### src/rtl/bram_rsp_port.sv
// bram_rsp_port: single-port BRAM command front-end with a 3-entry read-response FIFO
module bram_rsp_port #(
  parameter int ADDR_W = 7,
  parameter int DATA_W = 32
) (
  input  logic              clk,
  input  logic              rst,
  input  logic              req_valid,
  output logic              req_ready,
  input  logic              req_we,
  input  logic [ADDR_W-1:0] req_addr,
  input  logic [DATA_W-1:0] req_wdata,
  output logic              resp_valid,
  input  logic              resp_ready,
  output logic [DATA_W-1:0] resp_rdata,
  output logic              bram_en,
  output logic              bram_we,
  output logic [ADDR_W-1:0] bram_addr,
  output logic [DATA_W-1:0] bram_din,
  input  logic [DATA_W-1:0] bram_dout
);
  logic [DATA_W-1:0] mem [3];
  logic [1:0] count, wr_ptr, rd_ptr;
  logic rd_inflight, accept, push, pop;
  // credit check reserves a slot for the read already in the BRAM pipeline
  always_comb begin
    req_ready  = ~rst & (({1'b0, count} + {2'b0, rd_inflight}) < 3'd3);
    accept     = req_valid & req_ready;
    bram_en    = accept;
    bram_we    = accept & req_we;
    bram_addr  = req_addr;
    bram_din   = req_wdata;
    push       = rd_inflight;
    resp_valid = count != 2'd0;
    pop        = resp_valid & resp_ready;
    resp_rdata = mem[rd_ptr];
  end
  // pointers, occupancy and in-flight tracking; reset drops any pending read
  always_ff @(posedge clk) begin
    if (rst) begin
      count       <= 2'd0;
      wr_ptr      <= 2'd0;
      rd_ptr      <= 2'd0;
      rd_inflight <= 1'b0;
    end else begin
      rd_inflight <= accept & ~req_we;
      count       <= count + {1'b0, push} - {1'b0, pop};
      if (push) wr_ptr <= (wr_ptr == 2'd2) ? 2'd0 : wr_ptr + 2'd1;
      if (pop) rd_ptr <= (rd_ptr == 2'd2) ? 2'd0 : rd_ptr + 2'd1;
    end
  end
  // capture BRAM read data the cycle after the read was issued
  always_ff @(posedge clk) begin
    if (push & ~rst) mem[wr_ptr] <= bram_dout;
  end
endmodule

### config.mk
export PLATFORM = sky130hd
export DESIGN_NAME = bram_rsp_port
export DESIGN_NICKNAME = d
export VERILOG_FILES = /design/src/rtl/bram_rsp_port.sv
export SDC_FILE = /design/constraint.sdc
export NUM_CORES = 1
export LEC_CHECK = 0
export BUFFER_PORTS_ARGS = -buffer_cell sky130_fd_sc_hd__buf_2
export CAP_MARGIN = 10
export CORE_ASPECT_RATIO = 0.5
export CORE_MARGIN = 2
export CORE_UTILIZATION = 45
export CTS_BUF_LIST = sky130_fd_sc_hd__clkbuf_4 sky130_fd_sc_hd__clkbuf_8 sky130_fd_sc_hd__clkbuf_16
export DETAILED_ROUTE_END_ITERATION = 8
export HOLD_SLACK_MARGIN = 0.06
export PLACE_DENSITY = 0.78
export SETUP_SLACK_MARGIN = 0.2
export SYNTH_ARGS = -nofsm -noshare
export SYNTH_HDL_FRONTEND = slang
export SYNTH_SLANG_ARGS = --single-unit
export TNS_END_PERCENT = 1
### constraint.sdc
create_clock -name clk -period 3.9 [get_ports clk]
set_input_delay 0.78 -clock clk [delete_from_list [all_inputs] [get_ports clk]]
set_output_delay 0.78 -clock clk [all_outputs]
set_load 0.01 [all_outputs]
# == After elaboration in Yosys (flattened, before gate mapping) ==
# Memory sizes are Yosys's and may differ from the RTL's. A register that Yosys moved wholly into a read port is not among the register bits.
# Cells that the tools add are included.
# classes
addsub,5
bitwise,8
muxes,6
shift,0
n_lt_le_gt_ge,1
div_mod_pow,0
n_reduce_logical,1
eq_ne,2
n_mul,0
# ops
op,count
2-to-1 mux 2 bit,4
bitwise AND 1 bit,6
adder 2 x 1 -> 2 bit (second input constant),2
equality test 2 bit (second input constant),2
adder 2 x 1 -> 3 bit,1
less-than comparator 3 x 2 -> 1 bit (second input constant),1
adder 2 x 1 -> 2 bit,1
2-to-1 mux 1 bit,2
NOT 1 bit,2
nonzero test 2 bit,1
subtractor 2 x 1 -> 2 bit,1
# totals
reg_bits,7
memories,1
ramBits,96
romBits,0
latch_bits,0
inputBits,76
elab_cells,28
# mem_list
name,depth,word_bits,read_ports,rd_ports_with_merged_regs,write_ports,line_no,rtl
mem,3,32,1,1,1,22,logic [DATA_W-1:0] mem [3];

# == Depth between registers and ports, before layout ==
# depth
ltp_word,5
ltp_mapped,6
ltp_nobuf,6

# == Worst setup path before layout ==
# OpenSTA, ideal clock, no wires.
# synth_timing
path_type,in2reg
startpoint,input rst
endpoint,"memory mem[1][0], enable pin"
setup_ns,0.468
arrival_ns,3.473
path_buffers,1
required_time_ns,3.432
setup_slack_ns,-0.041
cell_stages,3
path_cell_list,buf_6 -> nand2b_1 -> nor3b_1
# synth_between
elab_chain_len,4
# synth_lines
item,line_no,rtl
start: declaration,7,"input logic rst,"
NOT 1 bit,54,if (push & ~rst) mem[wr_ptr] <= bram_dout;
bitwise AND 1 bit,54,
2-to-1 mux 1 bit,54,
2-to-1 mux 1 bit (implied by the code),54,
end: declaration,22,
# No other way between the ends.

==> flow_summary.yaml <==
run_status:
  status: "complete, no violations"
die:
  fp.coreArea_um2: 9350
  ios: 151
  die_y_um: 73.0
  initial_utilization_pct: 45.8
  rows: 25
  die_x_um: 142
  design.die.area_um2: 10400
place:
  place_congestion: 0.706
  place_inst: 429
  port-buffer-count: 72
  place_area_um2: 4490
  dp.final_hpwl_um: 5030
synthesis:
  synthArstFlopShare_pct: 0
  synth-simple-area-share_pct: 5.58
  synth-edff-count: 96
  ys_ff_latch: 105
  synth_most_common_cell: "edfxtp_1"
  synth_compound_area_share_pct: 4.44
  synth_top_family_by_area: "buffers and inverters"
  ys_top_cells_by_area: "edfxtp_1 67%, mux2i_1 7.7%, buf_4 6.8%"
  muxShareOfSynthArea_pct: 7.97
  synth_top_area_share_pct: 67.3
  synth.avg_cell_area_um2: 15.1
  synth_xor_xnor_area_share_pct: 0.525
  syn_nets: 363
  yosysWarningCount: 0
  syn-instance-count: 283
  synth_cell_types: 27
  synth_largest_area_cell: "edfxtp_1"
  yosysSeqAreaShare_pct: 71.5
  synthAdderAreaFrac_pct: 1.17
  synth_common_cells: "96 x edfxtp_1, 39 x buf_4, 33 x mux2i_1"
  syn_area_um2: 4290
  ys.flop_type: "edfxtp_1"
clock_tree:
  cts.sinks: 105
  clockBufferDepth: 2
  clock_latency_ns: 0.34
  ctsResizeCount: 0
  post_cts_buffers: 0
  cts_tree: "yes"
  cts-root-buf: "clkbuf_16"
  cts_hold_buf: 0
  h-tree-depth: 3
  cts_made_buffers: 9
  clk_pin_slew_worst_paths_ns: 0.07
global_route:
  grt_pass1_wl_um: 11100
  globalRouteOverflowTotal: 0
  antenna_found_initial: 0
  grt_pass1_vias: 2251
  grt_max_degree: 65
  track_usage_pct: 14.5
worst_setup_path:
  path_class: "flop to output port"
  reg2reg_depth: 3
  cp.required_ns: 3.12
  start_kind: "flop"
  crit_arrival_ns: 2.02
  end_kind: "output port"
  cp_max_fo: 32
power:
  power.switching_uw: 673
  cellPowerDensity_nw_per_um2: 547
  internal_power_uw: 1940
  p_seq_share_pct: 52.2
  p_comb_share_pct: 15.9
  leakage_uw: 0.00165
  irDropWorstVdd_v: 0.000269
  sw_frac_of_total_pct: 25.8
  pwr-share-clk_pct: 31.9
timing:
  hold_slack_ns: 0.513
  finClkSkew_ns: 0.00791
  tightest_slew_ns: 1.12
  slew_viol_final: 0
  max_slew_margin_pct: 25.4
  timing.final.crit_share_pct: 71.7
  rsz0062_at_grt: "false"
  max_freq_mhz: 357
  min_period_ns: 2.80
  setup_viol: 0
  final_hold_viol_count: 0
  finalSetupTns_ns: 0
routing:
  ant_nets: 0
  vias_per_cell: 5.02
  finalWirelength_um: 7590
  wl_per_cell_um: 17.1
  vias: 2233
  drt_iter0_drc: 113
  drc: 0
  drtPass1Iterations: 4
cells_and_area:
  stdcell_count: 445
  drive_gt1_share_pct: 30.6
  num_antenna_cells: 0
  postLayoutCellArea_um2: 4770
  fin_nets: 399
  syn2layout_area_growth_pct: 11.2
worst_hold_path:
  hold_depth: 2
  hp-class: "flop to flop"
job:
  cap_violations: 0
==> through the flow <==
| step | power (uW) | setup slack (ns) | utilization [%] |
|---|---|---|---|
| 2_1_floorplan | 1690 | -0.0413 | - |
| 5_1_grt | 2720 | 0.962 | 51.0 |
| 3_3_place_gp | 1800 | 1.49 | 48.0 |
| 4_1_cts | 2640 | 1.08 | 51.0 |
| 3_5_place_dp | 1810 | 1.44 | 48.0 |
| 6_report | 2610 | 1.10 | 51.0 |
==> placed cells by master (no fill, tap or decap), types with 2 or more instances in the layout <==
master,instances
a21oi_1,2
buf_2,72
buf_4,3
clkbuf_16,9
clkinv_4,2
dfxtp_1,7
dfxtp_2,2
edfxtp_1,96
ha_1,4
inv_1,2
inv_6,3
mux2i_1,33
nand2_1,32
nand2b_1,4
nor2b_1,2
nor3b_2,2
o21ai_1,32
or3b_1,2
==> power by group through the flow <==
stage                     sequential (uW)  clock (uW)  combinational (uW)
after floorplan                      1300           0                 397
after global placement               1390           0                 409
after detailed placement             1390           0                 418
after CTS                            1370         853                 421
after global routing                 1370         892                 455
final                                1360         832                 415
==> area by class of cell <==
class | instances | area [um^2]
clock buffer | 10 | 233
multi-input combinational | 125 | 858
inverter | 2 | 7.51
fill | 750 | 4590
timing repair buffer | 76 | 403
sequential | 105 | 3070
clock inverter | 6 | 48.8
tap | 121 | 151
==> cell families (layout without fill, tap and decap cells) <==
group                      after synthesis  count (layout)
DFF                                    105             105
and+or+nand+nor                         50              50
xor gates and xnor gates                 1               1
AOI/OAI and AO/OA                       36              36
buffers and inverters                   53              94
adders and majority gates                4               4
muxes                                   34              34
==> metal layers <==
metal  track usage, %  up-vias  part of all wire [%]
met1             14.3     1072                    35
met3             5.77       22                   7.2
met2             28.0       74                    56
met4             5.44        0                   2.1
met5                0        -                     0
li1                 -     1065                     -
==> final timing paths <==
path                                        startpoint              endpoint  slack, ns
worst max register to register         push$_SDFF_PP0_  mem[2][18]$_DFFE_PP_       2.04
worst min-delay path            rd_ptr[1]$_SDFFE_PP0P_                  flop       0.51
worst max-delay path                              flop        resp_rdata[31]       1.10
worst min register to register  rd_ptr[1]$_SDFFE_PP0P_                  flop       0.51
==> state kept, by name, indices dropped and copies added, names as in the netlist, named ones only <==
register / flops
wr_ptr: 2
count: 2
rd_ptr: 2
mem: 96
push: 1
==> worst max-delay path: stages (launching register included) <==
cell and delay, ns:
dfxtp_2 1.03, mux2i_1 0.35, o21ai_1 0.08, buf_2 0.18
Note: power is estimated with default switching activity, not from simulation.
